===== src/rtl/flag_pkg.sv =====
// Shared flag/condition definitions: NZCV bit positions, condition-code
// encodings and the result-buffer state type.
package flag_pkg;

    localparam int FLAG_N = 3;
    localparam int FLAG_Z = 2;
    localparam int FLAG_C = 1;
    localparam int FLAG_V = 0;

    typedef enum logic [3:0] {
        COND_EQ = 4'b0000,
        COND_NE = 4'b0001,
        COND_CS = 4'b0010,
        COND_CC = 4'b0011,
        COND_MI = 4'b0100,
        COND_PL = 4'b0101,
        COND_VS = 4'b0110,
        COND_VC = 4'b0111,
        COND_HI = 4'b1000,
        COND_LS = 4'b1001,
        COND_GE = 4'b1010,
        COND_LT = 4'b1011,
        COND_GT = 4'b1100,
        COND_LE = 4'b1101,
        COND_AL = 4'b1110,
        COND_NV = 4'b1111
    } cond_e;

    typedef enum logic [1:0] {
        ST_EMPTY = 2'd0,
        ST_ONE   = 2'd1,
        ST_FULL  = 2'd2
    } buf_state_e;

endpackage


===== src/rtl/cond_eval.sv =====
// Combinational condition-code evaluator: decides whether an instruction with
// the given condition executes under the supplied NZCV flags.
module cond_eval
    import flag_pkg::*;
(
    input  logic [3:0] Cond,
    input  logic [3:0] NZCV,
    output logic       pass
);

    logic n, z, c, v;

    assign n = NZCV[FLAG_N];
    assign z = NZCV[FLAG_Z];
    assign c = NZCV[FLAG_C];
    assign v = NZCV[FLAG_V];

    always_comb begin
        pass = 1'b0;
        case (cond_e'(Cond))
            COND_EQ: pass = z;
            COND_NE: pass = !z;
            COND_CS: pass = c;
            COND_CC: pass = !c;
            COND_MI: pass = n;
            COND_PL: pass = !n;
            COND_VS: pass = v;
            COND_VC: pass = !v;
            COND_HI: pass = c && !z;
            COND_LS: pass = !c || z;
            COND_GE: pass = (n == v);
            COND_LT: pass = (n != v);
            COND_GT: pass = !z && (n == v);
            COND_LE: pass = z || (n != v);
            COND_AL: pass = 1'b1;
            COND_NV: pass = 1'b0;
            default: pass = 1'b0;
        endcase
    end

endmodule


===== src/rtl/flag_cond_unit.sv =====
// Architectural NZCV register plus a 2-entry in-order buffer of evaluated
// condition results, with a saturating count of skipped instructions.
//
//   state    | meaning
//   ---------+--------------------------------------------
//   ST_EMPTY | no result buffered, ready for a request
//   ST_ONE   | one result at head, ready for a request
//   ST_FULL  | two results buffered, requests back-pressured
module flag_cond_unit
    import flag_pkg::*;
#(
    parameter int CNT_W = 8
) (
    input  logic             Clk,
    input  logic             Reset_n,
    input  logic [3:0]       Flag_In,
    input  logic             S,
    input  logic             Flag_Valid,
    output logic [3:0]       Flag,
    input  logic [3:0]       Cond,
    input  logic             Cond_Valid,
    output logic             Cond_Ready,
    output logic             Exec,
    output logic             Exec_Valid,
    input  logic             Exec_Ready,
    output logic [CNT_W-1:0] Skip_Cnt
);

    buf_state_e       state_q, state_d;
    logic [3:0]       flag_q;
    logic             head_q, tail_q;
    logic [CNT_W-1:0] skip_q;
    logic             flag_load;
    logic [3:0]       eval_flags;
    logic             eval_pass;
    logic             push, pop;

    // A flag update in the same cycle as a request is forwarded to the evaluator.
    assign flag_load  = Flag_Valid && S;
    assign eval_flags = flag_load ? Flag_In : flag_q;

    cond_eval u_cond_eval (
        .Cond (Cond),
        .NZCV (eval_flags),
        .pass (eval_pass)
    );

    always_ff @(posedge Clk) begin
        if (!Reset_n) begin
            state_q <= ST_EMPTY;
        end else begin
            state_q <= state_d;
        end
    end

    always_comb begin
        state_d    = state_q;
        Cond_Ready = 1'b0;
        Exec_Valid = 1'b0;
        push       = 1'b0;
        pop        = 1'b0;
        case (state_q)
            ST_EMPTY: begin
                Cond_Ready = 1'b1;
                push       = Cond_Valid;
                if (push) state_d = ST_ONE;
            end
            ST_ONE: begin
                Cond_Ready = 1'b1;
                Exec_Valid = 1'b1;
                push       = Cond_Valid;
                pop        = Exec_Ready;
                if (push && !pop) begin
                    state_d = ST_FULL;
                end else if (!push && pop) begin
                    state_d = ST_EMPTY;
                end
            end
            ST_FULL: begin
                Exec_Valid = 1'b1;
                pop        = Exec_Ready;
                if (pop) state_d = ST_ONE;
            end
            default: state_d = ST_EMPTY;
        endcase
    end

    always_ff @(posedge Clk) begin
        if (!Reset_n) begin
            flag_q <= 4'b0000;
            head_q <= 1'b0;
            tail_q <= 1'b0;
            skip_q <= '0;
        end else begin
            if (flag_load) begin
                flag_q <= Flag_In;
            end
            // Push into ONE with a simultaneous pop replaces the head directly.
            if (push) begin
                if (state_q == ST_EMPTY || pop) begin
                    head_q <= eval_pass;
                end else begin
                    tail_q <= eval_pass;
                end
            end else if (pop && state_q == ST_FULL) begin
                head_q <= tail_q;
            end
            if (pop && !head_q && (skip_q != {CNT_W{1'b1}})) begin
                skip_q <= skip_q + 1'b1;
            end
        end
    end

    assign Flag     = flag_q;
    assign Exec     = Exec_Valid && head_q;
    assign Skip_Cnt = skip_q;

endmodule

===== config.mk =====
export PLATFORM = sky130hd
export DESIGN_NAME = flag_cond_unit
export DESIGN_NICKNAME = d
export VERILOG_FILES = /design/src/rtl/flag_pkg.sv /design/src/rtl/cond_eval.sv /design/src/rtl/flag_cond_unit.sv
export SDC_FILE = /design/constraint.sdc
export NUM_CORES = 1
export LEC_CHECK = 0
export CAP_MARGIN = 20
export CORE_ASPECT_RATIO = 0.9
export CORE_MARGIN = 4
export CORE_UTILIZATION = 51
export DETAILED_ROUTE_END_ITERATION = 8
export GPL_ROUTABILITY_DRIVEN = 0
export GPL_TIMING_DRIVEN = 0
export PLACE_DENSITY = 0.87
export SYNTH_ARGS = -nofsm -noshare
export SYNTH_HDL_FRONTEND = slang
export SYNTH_SLANG_ARGS = --single-unit

===== constraint.sdc =====
create_clock -name Clk -period 2.65 [get_ports Clk]
set_input_delay 0.3975 -clock Clk [delete_from_list [all_inputs] [get_ports Clk]]
set_output_delay 0.3975 -clock Clk [all_outputs]
set_load 0.01 [all_outputs]

# After elaboration in Yosys (flattened, before gate mapping)
# Cells that the tools add are included.
# classes
n_addsub,1
eq_ne,24
muxes,14
bitwise_logic,1
n_reduce_logical,27
# op_table
cell,n
equality test 4 bit (second input constant),8
equality test 4 x 3 -> 1 bit (second input constant),4
one-hot mux 1 bit (16 select lines),1
logical AND 1 bit,9
adder 8 x 1 -> 8 bit (second input constant),1
equality test 4 x 2 -> 1 bit (second input constant),2
2-to-1 mux 2 bit,4
inequality test 8 bit (second input constant),1
zero test 1 bit,7
2-to-1 mux 1 bit,7
one-hot mux 2 bit (3 select lines),1
equality test 4 x 1 -> 1 bit (second input constant),1
zero test 4 bit,1
2-to-1 mux 4 bit,1
inequality test 2 bit (second input constant),2
AND reduction 2 bit,2
OR reduction 2 bit,2
logical OR 1 bit,3
inequality test 3 bit (second input constant),1
AND reduction 3 bit,1
equality test 2 x 1 -> 1 bit (second input constant),1
equality test 2 bit (second input constant),1
zero test 2 bit,1
inequality test 2 x 1 -> 1 bit (second input constant),1
other kinds (4),4
# word_totals
register_bits,16
in_bits,14
out_inout_bits,15
elab_cells,72

# Logic depth before layout (Yosys ltp)
# logic_depth
ltp_word,7
ltp_mapped,7
depth_no_buf,7

# Hierarchy
# From an unflattened synthesis, not the netlist that was laid out.
# unflattened
cells_unflattened,118
area_unflattened_um2,1008.5
# modules_own_cells
mod,n_inst,cells_each,area_per_inst_um2,seq_area_each_um2
flag_cond_unit,1,95,853.3,320.3
cond_eval,1,23,155.1,0.0

# Worst setup path before layout
# No wires, ideal clock.
# synth_path
path_kind,flip-flop to flip-flop
from,register state_q[0]
to,"register skip_q[7], in the netlist Skip_Cnt[7]"
setup_ns,0.115
arrival_time_ns,1.635
required_ns,2.535
setup_slack_ns,0.900
path_stages_with_launch,8
n_path_buf,0
synth_period_minus_slack_ns,1.750
path_cell_list,dfxtp_1 -> inv_1 -> ha_1 -> and3b_1 -> o31ai_4 -> nor4_1 -> xor2_1 -> and2_1
# synth_via
elab_chain_cells,5
word_cells_on_any_way,6
cone_classes,eq/ne (2); mux (1); reduce/logical (3)
# synth_lines
element,line,rtl
from (decl),flag_cond_unit.sv:29,"buf_state_e state_q, state_d;"
from (signal assigned),flag_cond_unit.sv:52,state_q <= state_d;
equality test 2 bit or equality test 2 x 1 -> 1 bit (tied branches),flag_cond_unit.sv:62,case (state_q)
OR reduction 2 bit (no line) *,-,
2-to-1 mux 1 bit *,flag_cond_unit.sv:62,
logical AND 1 bit * (2 in a row),flag_cond_unit.sv:108,if (pop && !head_q && (skip_q != {CNT_W{1'b1}})) begin
to (signal assigned),flag_cond_unit.sv:109,skip_q <= skip_q + 1'b1;
to (decl),flag_cond_unit.sv:32,logic [CNT_W-1:0] skip_q;
# Mark *: on every way between the ends. The rest lies on a longest branch, timed or not.
# A chain may end at the register's enable or synchronous reset.

# Worst setup path in the final report
# layout_path
from,register state_q[0]
to,output port Cond_Ready
# layout_via
elab_chain_cells,3
word_cells_on_any_way,4
cone_classes,eq/ne (1); mux (1); reduce/logical (2)
# layout_lines
element,line,rtl
equality test 2 x 1 -> 1 bit or zero test 2 bit (tied branches),flag_cond_unit.sv:62,
OR reduction 2 bit (no line) *,-,
2-to-1 mux 1 bit *,flag_cond_unit.sv:62,
to (decl),flag_cond_unit.sv:22,"output logic Cond_Ready,"
# Marked as above.

==> metrics.md <==
| Metric | Value |
|---|---|
| Result of the run | finished clean |
| Half-perimeter wire length after placement | roughly 1.9 mm |
| Post-detailed-route via-to-cell ratio | ~5.6 |
| Count of final max-slew check failures | 0 |
| Initial Util | between 50% and 60% |
| Total placed instance area | about 1400 µm² |
| RSZ-0062 raised after global routing | no |
| Share of the clock period used by the worst path after layout | 82.3% |
| Post-CTS setup buffers | 0 |
| Initial DRC count | 20 |
| Vert. Die Dim | 51.3 µm |
| Leakage power | 0.000541 µW |
| Setup Skew | 0.000657 ns |
| Maximum buffer depth of the clock tree | 2 |
| GRT overflow | 0 |
| Unique cell type count in the Yosys netlist | 31 |
| Number of remaining DRC errors | 0 |
| H-tree lvl count | 1 |
| Worst flop-to-flop path startpoint | state_q[0] |
| Initial antenna violation count | 0 |
| Ports | 29 |
| Type of the worst setup path | reg2out |
| Post-synthesis instance area | between 1000 and 1500 µm² |
| Commonest non-fill, non-tap cell in the layout | clkdlybuf4s50_1 |
| Number of cells upsized or downsized after cts | 0 |
| Post-route worst hold slack | 0.522 ns |
| Number of sinks on the clock net | 16 |
| Fill cells | 159 |
| Min-Delay Path Class | reg2reg |
| Overall global routing resource usage | 17.6% |
| Max-cap viol count | 0 |
| Rows | 15 |
| IO Port Bufs | 27 |
| First-pass GRT wire length | roughly 4 mm |
| Number of flip-flops and latches in the synthesized netlist | 16 |
| Remaining antenna violation count | 0 |
| Core region area | roughly 2000 µm² |
| Final hold vios | 0 |
| Mapped Avg Cell Area | 8.73 µm² |
| Via count of the first global-routing pass | 972 |
| Routed wire per std cell | 13.0 µm |
| Count of mapped cells out of synthesis | about 120 |
| Share of post-route cells with drive strength above 1 | 7.84% |
| Final nets | approximately 170 |
| Maximum number of pins on one net before global-route repair | 11 |
| Number of CTS-inserted buffers | 3 |
| Synthesis warning total | 0 |
| Power per cell area | 424 nW/µm² |
| VDD IR max | 0.427 mV |
| Die Area | approximately 2900 µm² |
| Horizontal die dimension | approximately 56 µm |
| Commonest non-fill, non-tap cells in the layout | 27 x clkdlybuf4s50_1, 16 x dfxtp_1, 15 x nand2_1 |
| DR vias | between 900 and 1000 |
| Dominant cell type by area after synthesis | dfxtp_1 |
| Count of final setup violators | 0 |
| Proportion of netlist area held by the largest area contributor | 30.1% |
| Top fanout value on the critical path | 6 |
| Buffer type at the clock tree root | clkbuf_4 |
| Hold path start | state_q[0] |
| Least-Margin Pin Slew | 0.424 ns |
| Post-layout minimum cycle time | between 2 and 2.5 ns |
| Cell types occupying the most area after synthesis | dfxtp_1 30%, ha_1 7.1%, nand2_1 5.3%, a21boi_0 4.9%, mux2i_1 4.7% |
| Synthesized netlist net count | around 140 |
| Clock latency at the later pin of the worst-skew pair | roughly 0.29 ns |
| Worst slew margin relative to its limit | 71.7% |
| Register Area | 320 µm² |
| Arrival time at the worst endpoint | 1.78 ns |
| Final Total Pwr | 594 µW |
| Clock-pin slew on the worst setup and hold paths | around 0.09 ns |
| Peak Freq | 0.458 GHz |
| Multi-input gate area in the final layout | 707 µm² |
| Total wire length | 2.32 mm |
| Endpoint type of the worst setup path | primary output |
| Number of iterations in the first detailed-routing pass | 4 |
| Count of hold buffers inserted by post-cts repair | 0 |
| Number of diodes added for antenna fixing | 0 |
| Growth of design area from synthesis to finish | 31.7% |
| Register area share after synthesis | 30.1% |
| Post-Layout Inst Area | 1400 µm² |
| Critical path data required time | 2.25 ns |
| Worst setup startpoint | state_q[0] |
| Critical path launch point type | flop |
| Accumulated negative setup slack | 0 ns |
| Clock tree from TritonCTS | built |
final timing paths:
kind / to / slack, ns / cells after the start
max: Cond_Ready / 0.47 / 4
min: state_q[0] / 0.52 / 2
max reg2reg: state_q[0] / 0.84 / 6
min reg2reg: state_q[0] / 0.52 / 2
cell type report:
type | instances | share of cell area, %
multi-input combinational | 97 | 50.4
timing repair buffer | 27 | 19.3
buffer | 2 | 0.803
inverter | 7 | 1.87
sequential | 16 | 22.8
clock buffer | 4 | 2.59
tap | 25 | 2.23
power breakdown:
part           internal, µW  switching [µW]
sequential              252            11.2
clock                  83.8            77.1
combinational          91.0            79.2
through the flow:
stage | utilization (%) | setup WS, ns | cells
after floorplan | - | 0.900 | 122
after global placement | 70.0 | 0.468 | 174
after detailed placement | 70.0 | 0.434 | 174
after CTS | 71.9 | 0.447 | 178
after global routing | 71.9 | 0.385 | 178
final | 71.9 | 0.469 | 178
synthesized netlist by cell type, drive strengths merged:
library cell   n
nor3           4
nand3          9
ha             6
nor4           1
a21boi         7
a221o          2
o31ai          1
xor2           4
nand2         16
nor2b          3
a21oi          2
or3            5
mux2i          5
and2           7
o21ai          5
nand4b         1
mux4           3
nor3b          3
nor2           3
and3b          1
buf            1
a31oi          4
clkbuf         1
dfxtp         16
xnor2          4
or2            1
inv            7
cells by family (layout without fill, tap and decap cells):
| logic type | Yosys count | after routing | share of synthesized area, % |
|---|---|---|---|
| AO/OA/AOI/OAI | 21 | 21 | 14.5 |
| XOR/XNOR | 8 | 8 | 6.58 |
| adder cells (fa/ha/maj) | 6 | 6 | 7.05 |
| buffers and inverters | 9 | 40 | 3.52 |
| flip-flops | 16 | 16 | 30.1 |
| multiplexers | 8 | 8 | 11.4 |
| AND/OR/NAND/NOR | 54 | 54 | 26.9 |
sequential cells by signal, summed over array words and instances, names as in the netlist:
name	cells
head_q	1
tail_q	1
state_q	2
Flag	4
Skip_Cnt	8
layer usage:
metal	global-route usage [%]	vias up	share of wire (%)
met2	31.9	27	48
met4	2.37	0	0.47
li1	-	501	-
met5	0	-	0
met1	20.8	462	46
met3	5.81	3	5.7
worst max-delay path, stage by stage, from the launching register on:
cell and delay [ns]:
dfxtp_1 0.39, inv_1 0.08, ha_1 0.26, or2_2 0.29
clkdlybuf4s50_1 0.48
No activity file was read; power rests on OpenSTA's default activity.
==> patch 1: new RTL, same flow settings <==
Change the parameter `CNT_W` from 8 to 10.
--- a/src/rtl/flag_cond_unit.sv
+++ b/src/rtl/flag_cond_unit.sv
@@ -9,7 +9,7 @@
 module flag_cond_unit
     import flag_pkg::*;
 #(
-    parameter int CNT_W = 8
+    parameter int CNT_W = 10
 ) (
     input  logic             Clk,
     input  logic             Reset_n,
Interface: changed (resized Skip_Cnt); port bits go from 29 to 31. No check against the original RTL was run, so the function may have changed too.
==> patch 1 against the unedited design <==
Area after synthesis grew 16%; routed wire length up 23%; total power grew 6.6%; design area grew 11%; clock skew about the same; sequential cell count increased by 2; setup slack lost 0.15 ns; final cell count up 11%; critical path type unchanged; critical endpoint unchanged; largest cell class unchanged.
==> patch 1: results (changes against the unedited design) <==
| Metric | Value |
|---|---|
| Flop2flop setup slack | `0.64 ns (-0.20 ns)` |
| DPL Wire Length | `2243 um (+20%)` |
| GR Layer Usage met1 | `22.28% (+1.5 points)` |
| Drt total wl | `2862 um (+23%)` |
| Post-synthesis sequential area ratio | `29.30% (-0.78 points)` |
| Metal1 wirelength | `1262 um (+19%)` |
| Leakage | `0.6230 nW (+15%)` |
| Hold Crit Depth | `3 (+1)` |
| Synth Area in XOR/XNOR | `7.121% (+0.54 points)` |
| Logic pwr share | `32.2% (+3.6 points)` |
| Global-route wire length before repair | `4857 um (+19%)` |
| GR Util met3 | `5.189% (-0.62 points)` |
| Hold Path Sink | `tail_q$_SDFFE_PN0P_` |
| P_clk | `134 uW (-17%)` |
| Met2 WL | `1386 um (+25%)` |
| Max FFs per register | `10 (+2)` |
| Mux cell area share after synthesis | `3.662% (-7.7 points)` |
| Capturing point of the worst reg2reg path | `Skip_Cnt[5]$_SDFFE_PN0P_` |
| Synth unique cells | `50 (+61%)` |
| Syn Nets | `161 (+13%)` |
| Worst Max-Slew Pin Slew | `0.4862 ns (+0.06190 ns)` |
| Layout Skew | `0.0009174 ns (+0.0002602 ns)` |
| Final worst slack | `0.3148 ns (-0.1539 ns)` |
| Dominant cells by area after synthesis | `dfxtp_1 (29%), ha_1 (6.1%), and2_1 (5.6%)` |
| Share of cells above drive strength 1 | `8.187% (+0.34 points)` |
| Min-delay src | `Reset_n` |
| Synth Area in Adders | `6.104% (-0.95 points)` |
| Compound-Gate Fraction of Synth Area | `23.91% (+9.5 points)` |
| Fillers | `173 (+8.8%)` |
| Worst R2R Path Depth | `8 (+2)` |
| Status | `completed` |
| GRT Total Usage | `19.39% (+1.8 points)` |
| Logic power comb | `204 uW (+20%)` |
| Vias in the first global route | `1117 (+15%)` |
| Min-delay worst type | `input pin to flip-flop` |
## patch 1: changes by cell type after synthesis, sizes merged, moves of 4 or more
cell    delta
clkbuf     +4
and3       +4
nor3       +4
and2       +4
a31oi      -4
nand2      -4
## patch 1: metrics by stage
step	area [um^2]	instances	util, %
after global placement	1534	195	68.42
after global routing	1556	198	69.42
final	1556	198	69.42
after detailed placement	1534	195	68.42
after CTS	1556	198	69.42
after floorplan	1230	141	-
## patch 1: critical path, cell delays in order, from the launching register on
cell,delay [ns]
dfxtp_1,0.38
inv_1,0.08
ha_1,0.20
clkbuf_1,0.17
or2_2,0.33
clkdlybuf4s50_1,0.48
## patch 1: area by class of cell
cell class	count	area, um^2	share of cell area [%]
Sequential cell	18	360.3	23.15
Buffer	6	23.77	1.527
Inverter	7	26.28	1.688
Multi-Input combinational cell	110	819.5	52.65
Timing Repair Buffer	27	270.3	17.36
Tap cell	27	33.78	2.170
Clock buffer	3	22.52	1.447
==> patch 2: new RTL, same flow settings <==
Without the edit above. Encoding of `buf_state_e`: now one-hot (3 bits for 3 states).
--- a/src/rtl/flag_pkg.sv
+++ b/src/rtl/flag_pkg.sv
@@ -26,10 +26,10 @@
         COND_NV = 4'b1111
     } cond_e;
 
-    typedef enum logic [1:0] {
-        ST_EMPTY = 2'd0,
-        ST_ONE   = 2'd1,
-        ST_FULL  = 2'd2
+    typedef enum logic [2:0] {
+        ST_EMPTY = 3'b001,
+        ST_ONE   = 3'b010,
+        ST_FULL  = 3'b100
     } buf_state_e;
 
 endpackage
Function: same outputs for any inputs over 10 cycles, from zero or initial values and one cycle with Reset_n low; not proved beyond that.
==> patch 2 against the unedited design <==
Synthesized cell count increased by 11%; utilization fell by 1.2 points; via count is 12% higher; fmax grew 3.1%; total power is 7.1% higher; highest routed layer unchanged; global-route usage increased by 2.3 points; count of clock-buffer cells in the layout shrank 1; final cell count grew 6.2%; sequential share of layout area is 1.1 points higher; sequential cell count rose by 1; setup slack improved by 0.066 ns; routed wire length rose by 15%; design area grew 1.2%; area after synthesis rose by 5.2%.
==> patch 2: results (changes against the unedited design) <==
| Metric | Value |
|---|---|
| Vias in the first global route | `1097 (+13%)` |
| Top_reg_cell synth | `dfxtp_1` |
| Clock-pin slew on the worst setup and hold paths | `0.10 ns` |
| Largest net degree at the start of global routing | `11 (unchanged)` |
| Final #Nets | `181 (+4.0%)` |
| VDD IR max | `354.4 uV (-17%)` |
| Share of cells above drive strength 1 | `9.146% (+1.3 points)` |
| CTS Buf Count | `3 (unchanged)` |
| Leakage | `0.5610 nW (+3.7%)` |
| Synth Warn # | `0 (unchanged)` |
| Synth Area in Adders | `2.235% (-4.8 points)` |
| Worst-path maximum fanout | `7 (+1)` |
| Post-synthesis sequential area ratio | `30.39% (+0.31 points)` |
| Setup WS pre-CTS | `0.2584 ns (-0.1757 ns)` |
| Min-delay worst type | `flip-flop to flip-flop` |
| Mux cell area share after synthesis | `5.698% (-5.7 points)` |
| Synth Area in XOR/XNOR | `8.492% (+1.9 points)` |
| Ant. Diodes | `0 (unchanged)` |
| Average size of a mapped cell | `8.234 um^2 (-5.7%)` |
| Global-route wire length before repair | `4650 um (+14%)` |
| Worst-Skew Late Latency | `0.29 ns (about the same)` |
| Max FFs per register | `8 (unchanged)` |
| Status | `completed` |
| Vias per cell | `5.899 (+5.8%)` |
| Layout area overhead | `26.70%` |
| # Post-CTS Setup Buffers | `0 (unchanged)` |
| Placed cell area | `1391 um^2 (+1.8%)` |
| Met3 WL | `166 um (+26%)` |
| Layout Skew | `0.004162 ns (+0.003505 ns)` |
| GRT Total Usage | `19.91% (+2.3 points)` |
| Flop2flop setup slack | `0.54 ns (-0.30 ns)` |
| Sw frac | `32.57% (+4.4 points)` |
| Async SR Flop Fraction | `0% (unchanged)` |
| Met2 WL | `1361 um (+23%)` |
| Capturing point of the worst reg2reg path | `Skip_Cnt[5]$_SDFFE_PN0P_` |
| Metal1 wirelength | `1128 um (+6.1%)` |
| Dominant cells by area after synthesis | `dfxtp_1 (30%), nor2_1 (5.7%), xor2_1 (4.7%)` |
| Min-delay src | `tail_q$_SDFFE_PN0P_` |
| Critical Path AT | `1.72 ns (-0.06 ns)` |
| Worst reg2reg startpoint | `Skip_Cnt[0]$_SDFFE_PN0P_` |
| Post-DR wirelength/cell | `14.16 um (+8.7%)` |
| Hold Crit Depth | `2 (unchanged)` |
| DPL Wire Length | `2084 um (+12%)` |
| 1st-iter DRT viols | `22 (+10%)` |
| Compound-Gate Fraction of Synth Area | `19.22% (+4.8 points)` |
| Met2 usage in global routing | `35.71% (+3.8 points)` |
| Slew HR | `70.30% (-1.4 points)` |
| Worst R2R Path Depth | `6 (unchanged)` |
| GR Layer Usage met1 | `22.31% (+1.5 points)` |
| Syn Nets | `152 (+7.0%)` |
| Non-Filler Instances | `189 (+6.2%)` |
| GR Util met3 | `5.665% (-0.14 points)` |
| Hold Path Sink | `tail_q$_SDFFE_PN0P_` |
| Hold WS | `0.4821 ns (-0.04021 ns)` |
| Port-buffer cells | `24 (-11%)` |
| Synth top cells by count | `dfxtp_1 (17), nor2_1 (17), nand2_1 (9)` |
| Synth unique cells | `46 (+48%)` |
| Fillers | `167 (+5.0%)` |
-- patch 2: cell type report --
type,instances,area share (%)
Clock inverter,1,0.3527
Buffer,8,3.263
Timing Repair Buffer,24,16.93
Tap cell,25,2.205
Multi-Input combinational cell,106,50.35
Inverter,5,1.323
Sequential cell,17,23.99
Clock buffer,3,1.587
-- patch 2: kinds of logic (layout without fill, tap and decap cells) --
group / after synthesis / count (layout)
AOI/OAI and AO/OA: 29 / 29
xor gates and xnor gates: 10 / 10
adders and majority gates: 2 / 2
buffers and inverters: 13 / 41
DFF: 17 / 17
muxes: 5 / 5
and+or+nand+nor: 60 / 60
-- patch 2: critical path: stages (launching register included) --
cell	delay [ns]
dfxtp_1	0.32
clkbuf_1	0.31
xnor2_1	0.11
nor2_1	0.13
clkdlybuf4s50_1	0.56
-- patch 2: power by group through the flow --
stage | combinational (mW) | clock, mW | sequential (mW)
CTS | 0.216 | 0.149 | 0.278
finish | 0.216 | 0.142 | 0.278
detailed placement | 0.215 | 0 | 0.284
floorplan | 0.146 | 0 | 0.284
global route | 0.242 | 0.157 | 0.280
global placement | 0.209 | 0 | 0.283
-- patch 2: worst max path at each step --
stage | from | end | slack [ns] | cells after the start
floorplan | Skip_Cnt[0]$_SDFFE_PN0P_ | Skip_Cnt[5]$_SDFFE_PN0P_ | 0.70 | 6
global placement | Flag_Valid | head_q$_SDFFE_PN0P_ | 0.33 | 7
detailed placement | Flag_Valid | head_q$_SDFFE_PN0P_ | 0.26 | 7
CTS | state_q[0]$_SDFFE_PN1P_ | Cond_Ready | 0.50 | 4
global route | state_q[0]$_SDFFE_PN1P_ | Cond_Ready | 0.37 | 4
finish | state_q[0]$_SDFFE_PN1P_ | Cond_Ready | 0.54 | 4
